<file path="src/rtl/id_stage_piped_pkg.sv">
// Shared decode constants, control bundle type and condition evaluation for the ID stage.
package id_stage_piped_pkg;

  localparam int unsigned DEF_DATA_W     = 32;
  localparam int unsigned DEF_ADDR_W     = 32;
  localparam int unsigned DEF_NUM_REGS   = 16;
  localparam int unsigned DEF_REG_ADDR_W = 4;
  localparam int unsigned EXEC_CMD_W     = 4;
  localparam int unsigned INSTR_W        = 32;
  localparam int unsigned STATUS_W       = 4;
  localparam int unsigned SHIFT_OP_W     = 12;
  localparam int unsigned SIGNED_IMM_W   = 24;

  localparam int unsigned FLAG_N = 3;
  localparam int unsigned FLAG_Z = 2;
  localparam int unsigned FLAG_C = 1;
  localparam int unsigned FLAG_V = 0;

  localparam logic [1:0] MODE_ALU = 2'b00;
  localparam logic [1:0] MODE_MEM = 2'b01;
  localparam logic [1:0] MODE_BR  = 2'b10;

  localparam logic [3:0] OP_AND = 4'b0000;
  localparam logic [3:0] OP_EOR = 4'b0001;
  localparam logic [3:0] OP_SUB = 4'b0010;
  localparam logic [3:0] OP_ADD = 4'b0100;
  localparam logic [3:0] OP_ADC = 4'b0101;
  localparam logic [3:0] OP_SBC = 4'b0110;
  localparam logic [3:0] OP_TST = 4'b1000;
  localparam logic [3:0] OP_CMP = 4'b1010;
  localparam logic [3:0] OP_ORR = 4'b1100;
  localparam logic [3:0] OP_MOV = 4'b1101;
  localparam logic [3:0] OP_MVN = 4'b1111;

  localparam logic [EXEC_CMD_W-1:0] CMD_MOV = 4'b0001;
  localparam logic [EXEC_CMD_W-1:0] CMD_MVN = 4'b1001;
  localparam logic [EXEC_CMD_W-1:0] CMD_ADD = 4'b0010;
  localparam logic [EXEC_CMD_W-1:0] CMD_ADC = 4'b0011;
  localparam logic [EXEC_CMD_W-1:0] CMD_SUB = 4'b0100;
  localparam logic [EXEC_CMD_W-1:0] CMD_SBC = 4'b0101;
  localparam logic [EXEC_CMD_W-1:0] CMD_AND = 4'b0110;
  localparam logic [EXEC_CMD_W-1:0] CMD_ORR = 4'b0111;
  localparam logic [EXEC_CMD_W-1:0] CMD_EOR = 4'b1000;

  localparam logic [3:0] COND_EQ = 4'b0000;
  localparam logic [3:0] COND_NE = 4'b0001;
  localparam logic [3:0] COND_CS = 4'b0010;
  localparam logic [3:0] COND_CC = 4'b0011;
  localparam logic [3:0] COND_MI = 4'b0100;
  localparam logic [3:0] COND_PL = 4'b0101;
  localparam logic [3:0] COND_VS = 4'b0110;
  localparam logic [3:0] COND_VC = 4'b0111;
  localparam logic [3:0] COND_HI = 4'b1000;
  localparam logic [3:0] COND_LS = 4'b1001;
  localparam logic [3:0] COND_GE = 4'b1010;
  localparam logic [3:0] COND_LT = 4'b1011;
  localparam logic [3:0] COND_GT = 4'b1100;
  localparam logic [3:0] COND_LE = 4'b1101;
  localparam logic [3:0] COND_AL = 4'b1110;

  typedef struct packed {
    logic [EXEC_CMD_W-1:0] exec_cmd;
    logic                  mem_read;
    logic                  mem_write;
    logic                  wb_en;
    logic                  imm;
    logic                  branch;
    logic                  status_we;
  } ctrl_t;

  // True when the instruction should execute given the current flags; 1111 never does.
  function automatic logic cond_pass(input logic [3:0] cond, input logic [STATUS_W-1:0] st);
    logic n, z, c, v;
    n = st[FLAG_N];
    z = st[FLAG_Z];
    c = st[FLAG_C];
    v = st[FLAG_V];
    case (cond)
      COND_EQ: return z;
      COND_NE: return ~z;
      COND_CS: return c;
      COND_CC: return ~c;
      COND_MI: return n;
      COND_PL: return ~n;
      COND_VS: return v;
      COND_VC: return ~v;
      COND_HI: return c & ~z;
      COND_LS: return ~c | z;
      COND_GE: return n == v;
      COND_LT: return n != v;
      COND_GT: return ~z & (n == v);
      COND_LE: return z | (n != v);
      COND_AL: return 1'b1;
      default: return 1'b0;
    endcase
  endfunction

endpackage

</file>
<file path="src/rtl/id_stage_piped_if.sv">
// IF->ID, writeback and ID/EX bus bundle; slave is the decode stage's view.
interface id_stage_piped_if
  import id_stage_piped_pkg::*;
#(
  parameter int unsigned DATA_W     = DEF_DATA_W,
  parameter int unsigned ADDR_W     = DEF_ADDR_W,
  parameter int unsigned REG_ADDR_W = DEF_REG_ADDR_W
) ();
  logic                    in_valid;
  logic                    in_ready;
  logic [ADDR_W-1:0]       pc_in;
  logic [INSTR_W-1:0]      instr_in;
  logic [STATUS_W-1:0]     status_in;
  logic                    hazard;
  logic                    flush;
  logic                    wb_en;
  logic [REG_ADDR_W-1:0]   wb_addr;
  logic [DATA_W-1:0]       wb_data;
  logic [REG_ADDR_W-1:0]   src1_out;
  logic [REG_ADDR_W-1:0]   src2_out;
  logic                    two_src_out;
  logic                    out_valid;
  logic                    out_ready;
  logic [ADDR_W-1:0]       out_pc;
  logic [EXEC_CMD_W-1:0]   out_exec_cmd;
  logic                    out_mem_read;
  logic                    out_mem_write;
  logic                    out_wb_en;
  logic                    out_imm;
  logic                    out_branch;
  logic                    out_status_we;
  logic [DATA_W-1:0]       out_val_rn;
  logic [DATA_W-1:0]       out_val_rm;
  logic [REG_ADDR_W-1:0]   out_dest;
  logic [REG_ADDR_W-1:0]   out_src1;
  logic [REG_ADDR_W-1:0]   out_src2;
  logic [SHIFT_OP_W-1:0]   out_shift_operand;
  logic [SIGNED_IMM_W-1:0] out_signed_imm;

  modport slave (
    input  in_valid, pc_in, instr_in, status_in, hazard, flush,
           wb_en, wb_addr, wb_data, out_ready,
    output in_ready, src1_out, src2_out, two_src_out, out_valid, out_pc,
           out_exec_cmd, out_mem_read, out_mem_write, out_wb_en, out_imm,
           out_branch, out_status_we, out_val_rn, out_val_rm, out_dest,
           out_src1, out_src2, out_shift_operand, out_signed_imm
  );

  modport master (
    output in_valid, pc_in, instr_in, status_in, hazard, flush,
           wb_en, wb_addr, wb_data, out_ready,
    input  in_ready, src1_out, src2_out, two_src_out, out_valid, out_pc,
           out_exec_cmd, out_mem_read, out_mem_write, out_wb_en, out_imm,
           out_branch, out_status_we, out_val_rn, out_val_rm, out_dest,
           out_src1, out_src2, out_shift_operand, out_signed_imm
  );
endinterface

</file>
<file path="src/rtl/id_stage_piped_decode.sv">
// Combinational instruction-class decode table: mode/opcode/S/I to control bundle.
module id_control_decode
  import id_stage_piped_pkg::*;
(
  input  logic [1:0] mode_i,
  input  logic [3:0] opcode_i,
  input  logic       s_i,
  input  logic       imm_i,
  output ctrl_t      ctrl_c,
  output logic       str_c
);
  always_comb begin
    ctrl_c = '0;
    str_c  = 1'b0;
    case (mode_i)
      MODE_ALU: begin
        ctrl_c.imm       = imm_i;
        ctrl_c.wb_en     = 1'b1;
        ctrl_c.status_we = s_i;
        case (opcode_i)
          OP_MOV: ctrl_c.exec_cmd = CMD_MOV;
          OP_MVN: ctrl_c.exec_cmd = CMD_MVN;
          OP_ADD: ctrl_c.exec_cmd = CMD_ADD;
          OP_ADC: ctrl_c.exec_cmd = CMD_ADC;
          OP_SUB: ctrl_c.exec_cmd = CMD_SUB;
          OP_SBC: ctrl_c.exec_cmd = CMD_SBC;
          OP_AND: ctrl_c.exec_cmd = CMD_AND;
          OP_ORR: ctrl_c.exec_cmd = CMD_ORR;
          OP_EOR: ctrl_c.exec_cmd = CMD_EOR;
          OP_CMP: begin
            ctrl_c.exec_cmd  = CMD_SUB;
            ctrl_c.wb_en     = 1'b0;
            ctrl_c.status_we = 1'b1;
          end
          OP_TST: begin
            ctrl_c.exec_cmd  = CMD_AND;
            ctrl_c.wb_en     = 1'b0;
            ctrl_c.status_we = 1'b1;
          end
          default: ctrl_c = '0;
        endcase
      end
      MODE_MEM: begin
        ctrl_c.exec_cmd  = CMD_ADD;
        ctrl_c.imm       = imm_i;
        ctrl_c.mem_read  = s_i;
        ctrl_c.wb_en     = s_i;
        ctrl_c.mem_write = ~s_i;
        str_c            = ~s_i;
      end
      MODE_BR: begin
        ctrl_c.branch = 1'b1;
        ctrl_c.imm    = 1'b1;
      end
      default: ctrl_c = '0;
    endcase
  end
endmodule

</file>
<file path="src/rtl/id_stage_piped.sv">
// Decode stage with inline register file and a stallable ID/EX slot.
// Optional ID_WB_BYPASS_EN: same-cycle writeback data is forwarded into register reads.
module id_stage_piped
  import id_stage_piped_pkg::*;
#(
  parameter int unsigned DATA_W     = DEF_DATA_W,
  parameter int unsigned ADDR_W     = DEF_ADDR_W,
  parameter int unsigned NUM_REGS   = DEF_NUM_REGS,
  parameter int unsigned REG_ADDR_W = DEF_REG_ADDR_W
) (
  input logic            clk,
  input logic            rst,
  id_stage_piped_if.slave bus
);
  typedef struct packed {
    logic                    valid;
    ctrl_t                   ctrl;
    logic [ADDR_W-1:0]       pc;
    logic [DATA_W-1:0]       val_rn;
    logic [DATA_W-1:0]       val_rm;
    logic [REG_ADDR_W-1:0]   dest;
    logic [REG_ADDR_W-1:0]   src1;
    logic [REG_ADDR_W-1:0]   src2;
    logic [SHIFT_OP_W-1:0]   shift_op;
    logic [SIGNED_IMM_W-1:0] simm;
  } slot_t;

  logic [DATA_W-1:0]     regs_q [NUM_REGS];
  slot_t                 slot_q, slot_d;
  ctrl_t                 dec_ctrl;
  logic                  dec_str;
  logic [REG_ADDR_W-1:0] src1, src2;
  logic [DATA_W-1:0]     rd_rn, rd_rm;
  logic                  advance;

  id_control_decode u_dec (
    .mode_i   (bus.instr_in[27:26]),
    .opcode_i (bus.instr_in[24:21]),
    .s_i      (bus.instr_in[20]),
    .imm_i    (bus.instr_in[25]),
    .ctrl_c   (dec_ctrl),
    .str_c    (dec_str)
  );

  assign src1 = bus.instr_in[16 +: REG_ADDR_W];
  assign src2 = dec_str ? bus.instr_in[12 +: REG_ADDR_W] : bus.instr_in[0 +: REG_ADDR_W];

  // Register file: async clear, write on posedge.
  always_ff @(posedge clk or posedge rst) begin
    if (rst) begin
      for (int i = 0; i < int'(NUM_REGS); i++) regs_q[i] <= '0;
    end else if (bus.wb_en) begin
      regs_q[bus.wb_addr] <= bus.wb_data;
    end
  end

  always_comb begin
    rd_rn = regs_q[src1];
    rd_rm = regs_q[src2];
`ifdef ID_WB_BYPASS_EN
    if (bus.wb_en && (bus.wb_addr == src1)) rd_rn = bus.wb_data;
    if (bus.wb_en && (bus.wb_addr == src2)) rd_rm = bus.wb_data;
`endif
  end

  assign advance = bus.out_ready | ~slot_q.valid;

  // Slot priority: flush, stall-hold, load, bubble.
  always_comb begin
    slot_d = slot_q;
    if (bus.flush) begin
      slot_d.valid = 1'b0;
      slot_d.ctrl  = '0;
    end else if (advance) begin
      if (bus.in_valid && !bus.hazard) begin
        slot_d.valid    = 1'b1;
        slot_d.ctrl     = cond_pass(bus.instr_in[31:28], bus.status_in) ? dec_ctrl : '0;
        slot_d.pc       = bus.pc_in;
        slot_d.val_rn   = rd_rn;
        slot_d.val_rm   = rd_rm;
        slot_d.dest     = bus.instr_in[12 +: REG_ADDR_W];
        slot_d.src1     = src1;
        slot_d.src2     = src2;
        slot_d.shift_op = bus.instr_in[SHIFT_OP_W-1:0];
        slot_d.simm     = bus.instr_in[SIGNED_IMM_W-1:0];
      end else begin
        slot_d.valid = 1'b0;
        slot_d.ctrl  = '0;
      end
    end
  end

  always_ff @(posedge clk or posedge rst) begin
    if (rst) slot_q <= '0;
    else     slot_q <= slot_d;
  end

  assign bus.in_ready          = advance & ~bus.hazard & ~bus.flush;
  assign bus.src1_out          = src1;
  assign bus.src2_out          = src2;
  assign bus.two_src_out       = ~bus.instr_in[25] | dec_str;
  assign bus.out_valid         = slot_q.valid;
  assign bus.out_pc            = slot_q.pc;
  assign bus.out_exec_cmd      = EXEC_CMD_W'(slot_q.ctrl.exec_cmd);
  assign bus.out_mem_read      = slot_q.ctrl.mem_read;
  assign bus.out_mem_write     = slot_q.ctrl.mem_write;
  assign bus.out_wb_en         = slot_q.ctrl.wb_en;
  assign bus.out_imm           = slot_q.ctrl.imm;
  assign bus.out_branch        = slot_q.ctrl.branch;
  assign bus.out_status_we     = slot_q.ctrl.status_we;
  assign bus.out_val_rn        = slot_q.val_rn;
  assign bus.out_val_rm        = slot_q.val_rm;
  assign bus.out_dest          = slot_q.dest;
  assign bus.out_src1          = slot_q.src1;
  assign bus.out_src2          = slot_q.src2;
  assign bus.out_shift_operand = slot_q.shift_op;
  assign bus.out_signed_imm    = slot_q.simm;
endmodule

</file>
<file path="src/flat_wrapper.sv">
// flat-port wrapper written by rule: the top's interface ports become plain ports
module id_stage_piped_flat import id_stage_piped_pkg::*;
#(
  parameter int unsigned DATA_W     = DEF_DATA_W,
  parameter int unsigned ADDR_W     = DEF_ADDR_W,
  parameter int unsigned NUM_REGS   = DEF_NUM_REGS,
  parameter int unsigned REG_ADDR_W = DEF_REG_ADDR_W
)
  (clk, rst, bus_in_valid, bus_pc_in, bus_instr_in, bus_status_in, bus_hazard, bus_flush, bus_wb_en, bus_wb_addr, bus_wb_data, bus_out_ready, bus_in_ready, bus_src1_out, bus_src2_out, bus_two_src_out, bus_out_valid, bus_out_pc, bus_out_exec_cmd, bus_out_mem_read, bus_out_mem_write, bus_out_wb_en, bus_out_imm, bus_out_branch, bus_out_status_we, bus_out_val_rn, bus_out_val_rm, bus_out_dest, bus_out_src1, bus_out_src2, bus_out_shift_operand, bus_out_signed_imm);
  id_stage_piped_if #(.DATA_W(DATA_W), .ADDR_W(ADDR_W), .REG_ADDR_W(REG_ADDR_W)) bus_i ();
  input logic clk;
  input logic rst;
  input wire logic [$bits(bus_i.in_valid)-1:0] bus_in_valid;
  input wire logic [$bits(bus_i.pc_in)-1:0] bus_pc_in;
  input wire logic [$bits(bus_i.instr_in)-1:0] bus_instr_in;
  input wire logic [$bits(bus_i.status_in)-1:0] bus_status_in;
  input wire logic [$bits(bus_i.hazard)-1:0] bus_hazard;
  input wire logic [$bits(bus_i.flush)-1:0] bus_flush;
  input wire logic [$bits(bus_i.wb_en)-1:0] bus_wb_en;
  input wire logic [$bits(bus_i.wb_addr)-1:0] bus_wb_addr;
  input wire logic [$bits(bus_i.wb_data)-1:0] bus_wb_data;
  input wire logic [$bits(bus_i.out_ready)-1:0] bus_out_ready;
  output wire logic [$bits(bus_i.in_ready)-1:0] bus_in_ready;
  output wire logic [$bits(bus_i.src1_out)-1:0] bus_src1_out;
  output wire logic [$bits(bus_i.src2_out)-1:0] bus_src2_out;
  output wire logic [$bits(bus_i.two_src_out)-1:0] bus_two_src_out;
  output wire logic [$bits(bus_i.out_valid)-1:0] bus_out_valid;
  output wire logic [$bits(bus_i.out_pc)-1:0] bus_out_pc;
  output wire logic [$bits(bus_i.out_exec_cmd)-1:0] bus_out_exec_cmd;
  output wire logic [$bits(bus_i.out_mem_read)-1:0] bus_out_mem_read;
  output wire logic [$bits(bus_i.out_mem_write)-1:0] bus_out_mem_write;
  output wire logic [$bits(bus_i.out_wb_en)-1:0] bus_out_wb_en;
  output wire logic [$bits(bus_i.out_imm)-1:0] bus_out_imm;
  output wire logic [$bits(bus_i.out_branch)-1:0] bus_out_branch;
  output wire logic [$bits(bus_i.out_status_we)-1:0] bus_out_status_we;
  output wire logic [$bits(bus_i.out_val_rn)-1:0] bus_out_val_rn;
  output wire logic [$bits(bus_i.out_val_rm)-1:0] bus_out_val_rm;
  output wire logic [$bits(bus_i.out_dest)-1:0] bus_out_dest;
  output wire logic [$bits(bus_i.out_src1)-1:0] bus_out_src1;
  output wire logic [$bits(bus_i.out_src2)-1:0] bus_out_src2;
  output wire logic [$bits(bus_i.out_shift_operand)-1:0] bus_out_shift_operand;
  output wire logic [$bits(bus_i.out_signed_imm)-1:0] bus_out_signed_imm;
  assign bus_i.in_valid = bus_in_valid;
  assign bus_i.pc_in = bus_pc_in;
  assign bus_i.instr_in = bus_instr_in;
  assign bus_i.status_in = bus_status_in;
  assign bus_i.hazard = bus_hazard;
  assign bus_i.flush = bus_flush;
  assign bus_i.wb_en = bus_wb_en;
  assign bus_i.wb_addr = bus_wb_addr;
  assign bus_i.wb_data = bus_wb_data;
  assign bus_i.out_ready = bus_out_ready;
  assign bus_in_ready = bus_i.in_ready;
  assign bus_src1_out = bus_i.src1_out;
  assign bus_src2_out = bus_i.src2_out;
  assign bus_two_src_out = bus_i.two_src_out;
  assign bus_out_valid = bus_i.out_valid;
  assign bus_out_pc = bus_i.out_pc;
  assign bus_out_exec_cmd = bus_i.out_exec_cmd;
  assign bus_out_mem_read = bus_i.out_mem_read;
  assign bus_out_mem_write = bus_i.out_mem_write;
  assign bus_out_wb_en = bus_i.out_wb_en;
  assign bus_out_imm = bus_i.out_imm;
  assign bus_out_branch = bus_i.out_branch;
  assign bus_out_status_we = bus_i.out_status_we;
  assign bus_out_val_rn = bus_i.out_val_rn;
  assign bus_out_val_rm = bus_i.out_val_rm;
  assign bus_out_dest = bus_i.out_dest;
  assign bus_out_src1 = bus_i.out_src1;
  assign bus_out_src2 = bus_i.out_src2;
  assign bus_out_shift_operand = bus_i.out_shift_operand;
  assign bus_out_signed_imm = bus_i.out_signed_imm;
  id_stage_piped #(.DATA_W(DATA_W), .ADDR_W(ADDR_W), .NUM_REGS(NUM_REGS), .REG_ADDR_W(REG_ADDR_W)) u_core (.clk(clk), .rst(rst), .bus(bus_i));
endmodule
</file>
<file path="config.mk">
export PLATFORM = sky130hd
export DESIGN_NAME = id_stage_piped_flat
export DESIGN_NICKNAME = d
export VERILOG_FILES = /design/src/rtl/id_stage_piped_pkg.sv /design/src/rtl/id_stage_piped_if.sv /design/src/rtl/id_stage_piped_decode.sv /design/src/rtl/id_stage_piped.sv /design/src/flat_wrapper.sv
export SDC_FILE = /design/constraint.sdc
export NUM_CORES = 2
export LEC_CHECK = 0
export BUFFER_PORTS_ARGS = -buffer_cell sky130_fd_sc_hd__buf_2
export CAP_MARGIN = 20
export CORE_AREA = 4 4 295 297
export CTS_CLUSTER_SIZE = 40
export DETAILED_ROUTE_END_ITERATION = 8
export DIE_AREA = 0 0 299 301
export PLACE_DENSITY = 0.65
export REMOVE_ABC_BUFFERS = 1
export SKIP_CTS_REPAIR_TIMING = 1
export SYNTH_ARGS = -nofsm -noshare
export SYNTH_HDL_FRONTEND = slang
export SYNTH_HIERARCHICAL = 1
export SYNTH_SLANG_ARGS = --single-unit
</file>
<file path="constraint.sdc">
create_clock -name clk -period 30.1 [get_ports clk]
set_input_delay 6.02 -clock clk [delete_from_list [all_inputs] [get_ports clk]]
set_output_delay 6.02 -clock clk [all_outputs]
set_load 0.05 [all_outputs]
</file>
==> impl_metrics.yaml <==
die:
  fp.dieW_um: 299
  coreArea_mm2: 0.0846
  dieArea_mm2: 0.0900
  std_cell_rows: 107
  die_h_um: 301
  num_io_pins: 276
  initial_core_util_pct: 39.5
synth:
  synth-seq-cells: 647
  synthArstFlopShare_pct: 100
  synth_ff_type: "dfrtp_1"
  syn_inst: 2767
  synth_area_leader_cell: "dfrtp_1"
  ys_types: 53
  synth_edf_count: 0
  ys_seq_area_share_pct: 48.4
  avgSynthCellArea_um2: 12.1
  synth_top_area_share_pct: 48.4
  yosys_warnings: 6
  synth_area_mm2: 0.0335
  synth_area_leaders: "dfrtp_1, mux4_2, mux2_1, mux2_2, mux2i_1"
worst_setup_path:
  crit_arrival_ns: 8.72
  path_common_cell: "buf_2"
  critPathMaxStageDelay_ns: 0.56
  cp_max_fo: 131
  crit_chain: "buf_2 -> inv_1 -> nor3_2 -> buf_4 -> mux2i_4 -> buf_12 -> inv_4 -> buf_2"
  critPathRequiredTime_ns: 24.08
  path_class: "in -> out"
  crit_path_start_kind: "input port"
  worst_setup_path_end_kind: "output pin"
  slowest_stage: "buf_12"
global_routing:
  antenna_found_initial: 13
  grt.met1_usage_pct: 28.1
  grt_pass1_vias: 23700
  gr-total-overflow: 0
  use_met3_pct: 4.32
  grt_busiest_layer: "met2"
  grt_pass1_wl_um: 148000
  grt_usage_pct: 21.3
  grt_max_degree: 173
  use_met2_pct: 35.3
sta:
  slew_violations: 0
  rsz0062_at_grt: "false"
  fin_tns_setup_ns: 0
  timing.final.crit_share_pct: 49.0
  fmax_ghz: 0.0678
  setup_viol: 0
  post-route-min-period_ns: 14.74
  clock_skew_ns: 0.0169
  fin_hold_ws_ns: 0.467
  final_hold_viol_count: 0
  relSlewSlack_pct: 25.8
  worst_pin_slew_ns: 1.11
cells_and_area:
  fillCellCount: 7756
  nNetsFinal: 3013
  multiInputGateArea_mm2: 0.0161
  drive_gt1_share_pct: 29.1
  area_growth_pct: 14.2
  final_common_cell: "dfrtp_1"
  register_area_mm2: 0.0162
  final_cell_mix: "dfrtp_1, nand2_1, mux2_1, buf_2, mux2_2"
job:
  drv_cap: 0
power:
  leakage_nw: 17.4
  peakVddDrop_v: 0.0000328
  power_density_mw_per_mm2: 75.7
clocking:
  cts_tree: "built"
  cts_buffers: 73
  clock_latency_ns: 0.61
  htree_levels: 3
  clockBufferDepth: 3
  clock_tree.root_cell: "clkbuf_16"
  clock_sinks: 647
  clk_pin_slew_ns: 0.05
routing:
  finalWirelength_um: 96900
  viasPerCell: 5.69
  first_iter_violations: 1900
  vias: 23400
  wl_per_cell_um: 23.6
  drt_drc_violations_left: 0
  ant_nets: 0
  dr.pass1.iters: 5
worst_hold_path:
  hp-class: "reg -> reg"
placement:
  io_buffer_count: 275
  place_congestion: 0.810
  dp_hpwl_um: 53700
status:
  outcome: "complete, no violations"
-- metal layers --
| layer | share of wire (%) | vias up |
|---|---|---|
| met3 | 7.3 | 206 |
| met1 | 42 | 12100 |
| met2 | 48 | 897 |
| met4 | 3.1 | 10 |
| met5 | 0.069 | - |
| li1 | - | 10200 |
-- flip-flops by register name (all words and copies together), names as in the netlist --
signal / cells
u_core/bus.out_status_we: 1
u_core/bus.out_signed_imm: 7
u_core/bus.out_wb_en: 1
u_core/regs_q: 512
u_core/bus.out_src1: 3
u_core/bus.out_branch: 1
u_core/bus.out_imm: 1
u_core/bus.out_valid: 1
u_core/bus.out_dest: 3
u_core/bus.out_exec_cmd: 4
u_core/bus.out_val_rm: 32
u_core/bus.out_src2: 4
u_core/bus.out_pc: 32
u_core/bus.out_shift_operand: 11
u_core/bus.out_mem_read: 1
u_core/bus.out_val_rn: 32
u_core/bus.out_mem_write: 1
-- logic make-up after synthesis --
| group | synth area share [%] |
|---|---|
| AOI/OAI and AO/OA | 2.72 |
| xor gates and xnor gates | 0.0524 |
| buffers and inverters | 3.95 |
| DFF | 48.4 |
| muxes | 34.4 |
| and+or+nand+nor | 10.4 |
-- cell type report --
cell class / count / share of cell area, %
Sequential cell: 647 / 42.4
Multi-Input combinational cell: 1845 / 42.2
Clock buffer: 111 / 6.09
Timing Repair Buffer: 319 / 4.61
Tap cell: 1144 / 3.75
Clock inverter: 21 / 0.773
Inverter: 16 / 0.190
Antenna cell: 3 / 0.0197
-- cells in the mapped netlist, types with 2 or more instances --
library cell / instances
nand4_1: 15
o221ai_1: 32
nor2b_1: 20
buf_4: 33
o32ai_1: 3
dfrtp_1: 647
mux2_1: 281
inv_1: 13
nand3_1: 166
clkbuf_1: 130
a21oi_1: 42
nor2_1: 22
buf_6: 13
mux2i_1: 215
and2_1: 2
nand2_1: 571
a211oi_1: 5
nand2b_1: 13
and4_1: 2
o311ai_1: 11
a32oi_1: 2
o22ai_1: 6
mux2_2: 228
nor3_1: 3
nand3b_1: 4
buf_2: 54
o21ai_0: 14
or3_1: 3
mux4_2: 160
buf_1: 29
a221oi_1: 2
inv_2: 3
xnor2_1: 2
o21ai_1: 2
-- worst paths after layout --
check	startpoint	end	slack, ns	depth (start not counted)
worst max register to register	u_core/bus.out_valid$_DFFE_PP0P_	u_core/bus.out_val_rn[26]$_DFFE_PP0P_	27.63	5
worst min register to register	u_core/bus.out_pc[0]$_DFFE_PP0P_	u_core/bus.out_pc[0]$_DFFE_PP0P_	0.47	2
worst min-delay path	u_core/bus.out_pc[0]$_DFFE_PP0P_	u_core/bus.out_pc[0]$_DFFE_PP0P_	0.47	2
max in group asynchronous	rst	u_core/regs_q[23]$_DFFE_PP0P_	22.41	4
min in group asynchronous	rst	u_core/bus.out_shift_operand[5]$_DFFE_PP0P_	5.50	2
worst max-delay path	bus_instr_in[26]	bus_src2_out[1]	15.36	8
-- power by group --
part	switching, W	internal (W)	leakage [nW]
Combinational	0.000413	0.000306	8.07
Sequential	0.000145	0.00107	7.99
Clock	0.000363	0.000593	1.29
Total	0.000920	0.00197	17.4
-- stage by stage --
step | util [%] | total power, W | instances | setup WS [ns] | area, µm²
floorplan | - | 0.00174 | 2508 | 5.95 | 32200
global placement | 42.0 | 0.00193 | 3970 | 15.38 | 35600
detailed placement | 42.0 | 0.00195 | 3970 | 15.37 | 35600
CTS | 45.1 | 0.00292 | 4102 | 15.36 | 38200
global route | 45.1 | 0.00303 | 4103 | 15.21 | 38200
finish | 45.1 | 0.00289 | 4106 | 15.36 | 38200
-- worst max-delay path, delay by kind of cell --
family | cells | cell delay [ns]
muxes | 1 | 0.31
buffers and inverters | 6 | 2.04
and+or+nand+nor | 1 | 0.17
(Power assumes the default switching activity.)
